File: config.mk
export PLATFORM = sky130hd
export DESIGN_NAME = bar_scan_ctrl
export DESIGN_NICKNAME = d
export VERILOG_FILES = /design/src/rtl/bar_pkg.sv /design/src/rtl/bar_therm.sv /design/src/rtl/bar_scan_ctrl.sv
export SDC_FILE = /design/constraint.sdc
export NUM_CORES = 1
export LEC_CHECK = 0
export ABC_AREA = 1
export BUFFER_PORTS_ARGS = -buffer_cell sky130_fd_sc_hd__buf_2
export CAP_MARGIN = 15
export CORE_AREA = 5 5 76 78
export CTS_CLUSTER_DIAMETER = 100
export DETAILED_ROUTE_END_ITERATION = 10
export DIE_AREA = 0 0 81 83
export GPL_ROUTABILITY_DRIVEN = 0
export PLACE_DENSITY = 0.82
export SYNTH_ARGS = -nofsm -noshare
export SYNTH_HDL_FRONTEND = slang
export SYNTH_SLANG_ARGS = --single-unit
File: constraint.sdc
create_clock -name clk -period 1.4 [get_ports clk]
set_input_delay 0.21 -clock clk [delete_from_list [all_inputs] [get_ports clk]]
set_output_delay 0.21 -clock clk [all_outputs]
set_load 0.01 [all_outputs]
File: src/rtl/bar_pkg.sv
// Shared types and default parameters for the LED bar scan controller.
package bar_pkg;

  localparam int CLK_DIV_DEF   = 16;
  localparam int BLANK_CYC_DEF = 2;
  localparam int ROWS_DEF      = 8;
  localparam int LVL_W_DEF     = 4;
  localparam int NUM_COLS      = 4;

  typedef enum logic [1:0] {
    IDLE,
    BLANK,
    DRIVE
  } state_t;

  typedef logic [1:0] col_idx_t;

endpackage

File: src/rtl/bar_therm.sv
// Level to thermometer code: bit i lights when level > i, saturating at all ones.
module bar_therm #(
  parameter int LVL_W = 4,
  parameter int ROWS  = 8
) (
  input  logic [LVL_W-1:0] i_level,
  output logic [ROWS-1:0]  o_row
);

  generate
    for (genvar gi = 0; gi < ROWS; gi++) begin : g_row
      assign o_row[gi] = (32'(i_level) > 32'(gi));
    end
  endgenerate

endmodule

File: src/rtl/bar_scan_ctrl.sv
// Column scan FSM for the 4-column LED bar, with a shadow/active level bank
// that swaps atomically at frame boundaries.
module bar_scan_ctrl
  import bar_pkg::*;
#(
  parameter int CLK_DIV   = CLK_DIV_DEF,
  parameter int BLANK_CYC = BLANK_CYC_DEF,
  parameter int ROWS      = ROWS_DEF,
  parameter int LVL_W     = LVL_W_DEF
) (
  input  logic             clk,
  input  logic             rst_n,
  input  logic             enable,
  input  logic             lvl_we,
  input  logic [1:0]       lvl_idx,
  input  logic [LVL_W-1:0] lvl_data,
  input  logic             commit,
  output logic [3:0]       col,
  output logic [ROWS-1:0]  row,
  output logic             frame_start,
  output logic             commit_done
);

  localparam int CYC_W = (CLK_DIV > 2) ? $clog2(CLK_DIV) : 1;
  localparam logic [CYC_W-1:0] SLOT_LAST  = CYC_W'(CLK_DIV - 1);
  localparam logic [CYC_W-1:0] BLANK_LAST = CYC_W'(BLANK_CYC - 1);

  state_t           r_state;
  logic [CYC_W-1:0] r_cyc;
  col_idx_t         r_idx;
  logic [LVL_W-1:0] r_shadow [NUM_COLS];
  logic [LVL_W-1:0] r_active [NUM_COLS];
  logic             r_pending;

  logic             w_slot_end;
  logic             w_boundary;
  logic [LVL_W-1:0] w_level;
  logic [ROWS-1:0]  w_therm;

  assign w_slot_end = (r_state == DRIVE) && (r_cyc == SLOT_LAST);
  // Frame boundary: leaving IDLE, or finishing column 3, with the scan still enabled.
  assign w_boundary = enable && ((r_state == IDLE) || (w_slot_end && (r_idx == 2'd3)));
  assign w_level    = r_active[r_idx];

  bar_therm #(
    .LVL_W (LVL_W),
    .ROWS  (ROWS)
  ) u_therm (
    .i_level (w_level),
    .o_row   (w_therm)
  );

  always_ff @(posedge clk or negedge rst_n) begin
    if (!rst_n) begin
      r_state     <= IDLE;
      r_cyc       <= '0;
      r_idx       <= '0;
      col         <= '0;
      row         <= '0;
      frame_start <= 1'b0;
    end else begin
      frame_start <= 1'b0;
      if (!enable) begin
        r_state <= IDLE;
        r_cyc   <= '0;
        r_idx   <= '0;
        col     <= '0;
        row     <= '0;
      end else begin
        case (r_state)
          IDLE: begin
            r_state     <= BLANK;
            r_cyc       <= '0;
            r_idx       <= '0;
            col         <= '0;
            row         <= '0;
            frame_start <= 1'b1;
          end
          BLANK: begin
            r_cyc <= r_cyc + 1'b1;
            if (r_cyc == BLANK_LAST) begin
              r_state <= DRIVE;
              col     <= 4'(1) << r_idx;
              row     <= w_therm;
            end
          end
          DRIVE: begin
            if (w_slot_end) begin
              r_state     <= BLANK;
              r_cyc       <= '0;
              r_idx       <= r_idx + 2'd1;
              col         <= '0;
              row         <= '0;
              frame_start <= (r_idx == 2'd3);
            end else begin
              r_cyc <= r_cyc + 1'b1;
              row   <= w_therm;
            end
          end
          default: begin
            r_state <= IDLE;
            r_cyc   <= '0;
            r_idx   <= '0;
            col     <= '0;
            row     <= '0;
          end
        endcase
      end
    end
  end

  // Non-blocking copy means a same-edge lvl_we lands in shadow only; active gets the old value.
  always_ff @(posedge clk or negedge rst_n) begin
    if (!rst_n) begin
      for (int i = 0; i < NUM_COLS; i++) begin
        r_shadow[i] <= '0;
        r_active[i] <= '0;
      end
      r_pending   <= 1'b0;
      commit_done <= 1'b0;
    end else begin
      commit_done <= 1'b0;
      if (lvl_we) begin
        r_shadow[lvl_idx] <= lvl_data;
      end
      if (w_boundary && (r_pending || commit)) begin
        for (int i = 0; i < NUM_COLS; i++) begin
          r_active[i] <= r_shadow[i];
        end
        r_pending   <= 1'b0;
        commit_done <= 1'b1;
      end else if (commit) begin
        r_pending <= 1'b1;
      end
    end
  end

endmodule
==> run metrics <==
Final Util=0.6294; Post-DP HPWL=3545 um; share of flip-flops with an asynchronous set or reset=1.000; Net Sw Power=1886 uW; Post-Syn Area=0.002485 sq mm; Post-synth EDFFs=0; Comb pwr share=0.383; global-route wire length before repair=9246 um; drt pass-1 iters=4; area occupied by multi-input gates=0.001170 sq mm; post-route ant nets=0; switching fraction of total power=0.3719; Startpoint Class=register; DIE HEIGHT=83 um; syn_area_per_cell=8.688 sq um; Flop pwr share=0.435; slew margin rel.=0.7316; CP max-delay cell=dfrtp_1; share of the synthesized area in the top cell type=0.5539; final worst slack=-80.19 ps; Horiz. Die Dim=81 um; ANT cells=0; via/cell ratio=4.803; worst-margin pin slew=402.5 ps; via count=1974; Initial Util=0.4960; max_cap viols=0; Fill cells=422; reg2reg setup slack=-80 ps; clock power share=0.182; CP max stage delay=400 ps; synth cell count leaders=nand2_1 (134), dfrtp_1 (55), nand3_1 (23); Storage cell area=0.001376 sq mm; outcome=finished, violations left; die area=0.006723 sq mm; Worst Hold Class=input port to register; Setup crit end kind=register; Post-Route WL=5301 um; Root Buffer Master=clkbuf_8; Final Critical Period=1480 ps; critical path class=register to register; worst-path fanout max=8; top post-synthesis cells by area=dfrtp_1 (55%), nand2_1 (20%), nand3_1 (4.6%); Seq/Total Area, Yosys=0.5539; Final Net Count=360; initial antenna violation count=0; Worst Path Arrival=1730 ps; required time of the critical path=1650 ps; CTS sink cnt=55; failing checks=negative setup slack; number of global-route vias before repair=2028; power per cell area=1608 mW/mm^2; Area Growth Syn to Fin=26.89%; CTS H-tree depth=2; clock buffer depth=2; post-route cell area=0.003153 sq mm; most common cell in the netlist=nand2_1; final hold slack=131.3 ps; Overflow after GRT=0; clk_lat worst skew=320 ps; Yosys top cell by area=dfrtp_1; clk_skew=11.91 ps; cell chain of the critical path=buf_4 -> ha_4 -> nand2_4 -> o21bai_4 -> nand3_4 -> inv_6 -> nand2_2 -> nand2_1; Post-Synthesis Net Count=306; Yosys cell types=25; clock slew at reported path FFs=100 ps; peak supply drop=845.1 uV; CTS tree=built; Achievable Freq=675.6 MHz; Ys Warns=0; Yosys reg bits=55; Core Box Area=0.005010 sq mm; GRT Resource Usage Total=0.1743; DRT iter0 DRCs=93; Std-Cell Rows=26; Post-Syn Instances=286; # IOs=25; unrepaired setup endpoints after global routing=yes; Final Cycle Share=1.057; area post-placement=0.002794 sq mm; P_int=3185 uW; Post-synth top flop=dfrtp_1; Pleak=0.001703 uW; Final Hold Vio Count=0; pin count of the biggest net entering global routing=40; setup violators final=27; IO Port Bufs=24; Inserted Clock Buffers=5; drc violations=0; layout cell share with drive strength beyond 1=0.3021; drt wl/cell=12.90 um; max-slew violations=0
kinds of logic (layout without fill, tap and decap cells):
logic type / Yosys count / count (layout) / synth area share
AND/OR/NAND/NOR: 171 / 173 / 0.2880
flip-flops: 55 / 55 / 0.5539
buffers and inverters: 25 / 78 / 0.04733
AO/OA/AOI/OAI: 24 / 24 / 0.05841
adder cells (fa/ha/maj): 9 / 9 / 0.04532
XOR/XNOR: 2 / 2 / 0.007051
registers in the layout, indices dropped and copies added (netlist names):
| signal | count |
|---|---|
| r_state | 2 |
| frame_start | 1 |
| row | 8 |
| col | 4 |
| r_cyc | 4 |
| r_active | 16 |
| r_idx | 2 |
| r_shadow | 16 |
| commit_done | 1 |
| r_pending | 1 |
timing repair:
action	in CTS	in global routing
resized for setup	24	25
setup endpoints to repair	26	35
hold buffers	1	0
endpoints found under the hold margin	16	0
cloned	4	0
buffers inserted	4	2
pin swaps	11	3
routing by layer:
layer  track usage  share of wire  vias to the layer above
li1              -              -                     1009
met1        0.2100           0.43                      920
met2        0.3025           0.51                       33
met3       0.03896          0.034                       12
met4       0.05684          0.021                        0
met5             0              0                        -
stage by stage:
stage / setup slack [ps] / std cells / TNS [ps] / total power [uW]
after floorplan: 6.228 / 286 / 0 / 3175
after global routing: -155.9 / 411 / -3770 / 5443
final: -80.19 / 411 / -1574 / 5071
after CTS: -68.26 / 409 / -707.4 / 4935
after detailed placement: -134.8 / 392 / -2135 / 3690
after global placement: -111.1 / 392 / -1497 / 3620
cell type report:
| class | instances | share of cell area |
|---|---|---|
| multi-input combinational | 208 | 0.3710 |
| tap | 70 | 0.02778 |
| inverter | 21 | 0.03016 |
| clock buffer | 5 | 0.02183 |
| clock inverter | 3 | 0.009127 |
| timing repair buffer | 47 | 0.09881 |
| sequential | 55 | 0.4365 |
| timing repair inverter | 2 | 0.004762 |
power by group through the flow:
stage	combinational (uW)	clock (uW)	sequential, uW
2_1_floorplan	964	0	2210
3_3_place_gp	1430	0	2190
3_5_place_dp	1480	0	2210
4_1_cts	1810	934	2190
5_1_grt	2180	1010	2250
6_report	1940	921	2210
cells in the final DEF, fill, tap and decap left out, types with 4 or more instances in the layout:
master / Yosys / routed
buf_2: 2 / 24
buf_4: 0 / 20
clkbuf_8: 0 / 5
dfrtp_1: 55 / 55
ha_1: 9 / 4
ha_4: 0 / 5
inv_1: 18 / 14
nand2_1: 134 / 111
nand2_2: 1 / 20
nand2_4: 1 / 5
nand3_1: 23 / 22
nor2_1: 6 / 5
o21ai_0: 21 / 19
critical path: cells and delay by family (launching register included):
kind / cells / cell delay [ps]
adders and majority gates: 1 / 150
DFF: 1 / 400
AOI/OAI and AO/OA: 1 / 200
and+or+nand+nor: 4 / 360
buffers and inverters: 2 / 300
final timing paths:
check                           start           end  cells past startpoint
max                        r_state[1]   r_active[8]                      8
min                            commit     r_pending                      3
max reg2reg                r_state[1]   r_active[8]                      8
min reg2reg                    row[4]        row[4]                      2
max in group asynchronous       rst_n  r_active[15]                      3
min in group asynchronous       rst_n        col[0]                      2
Power figures use the tool's default switching activity.
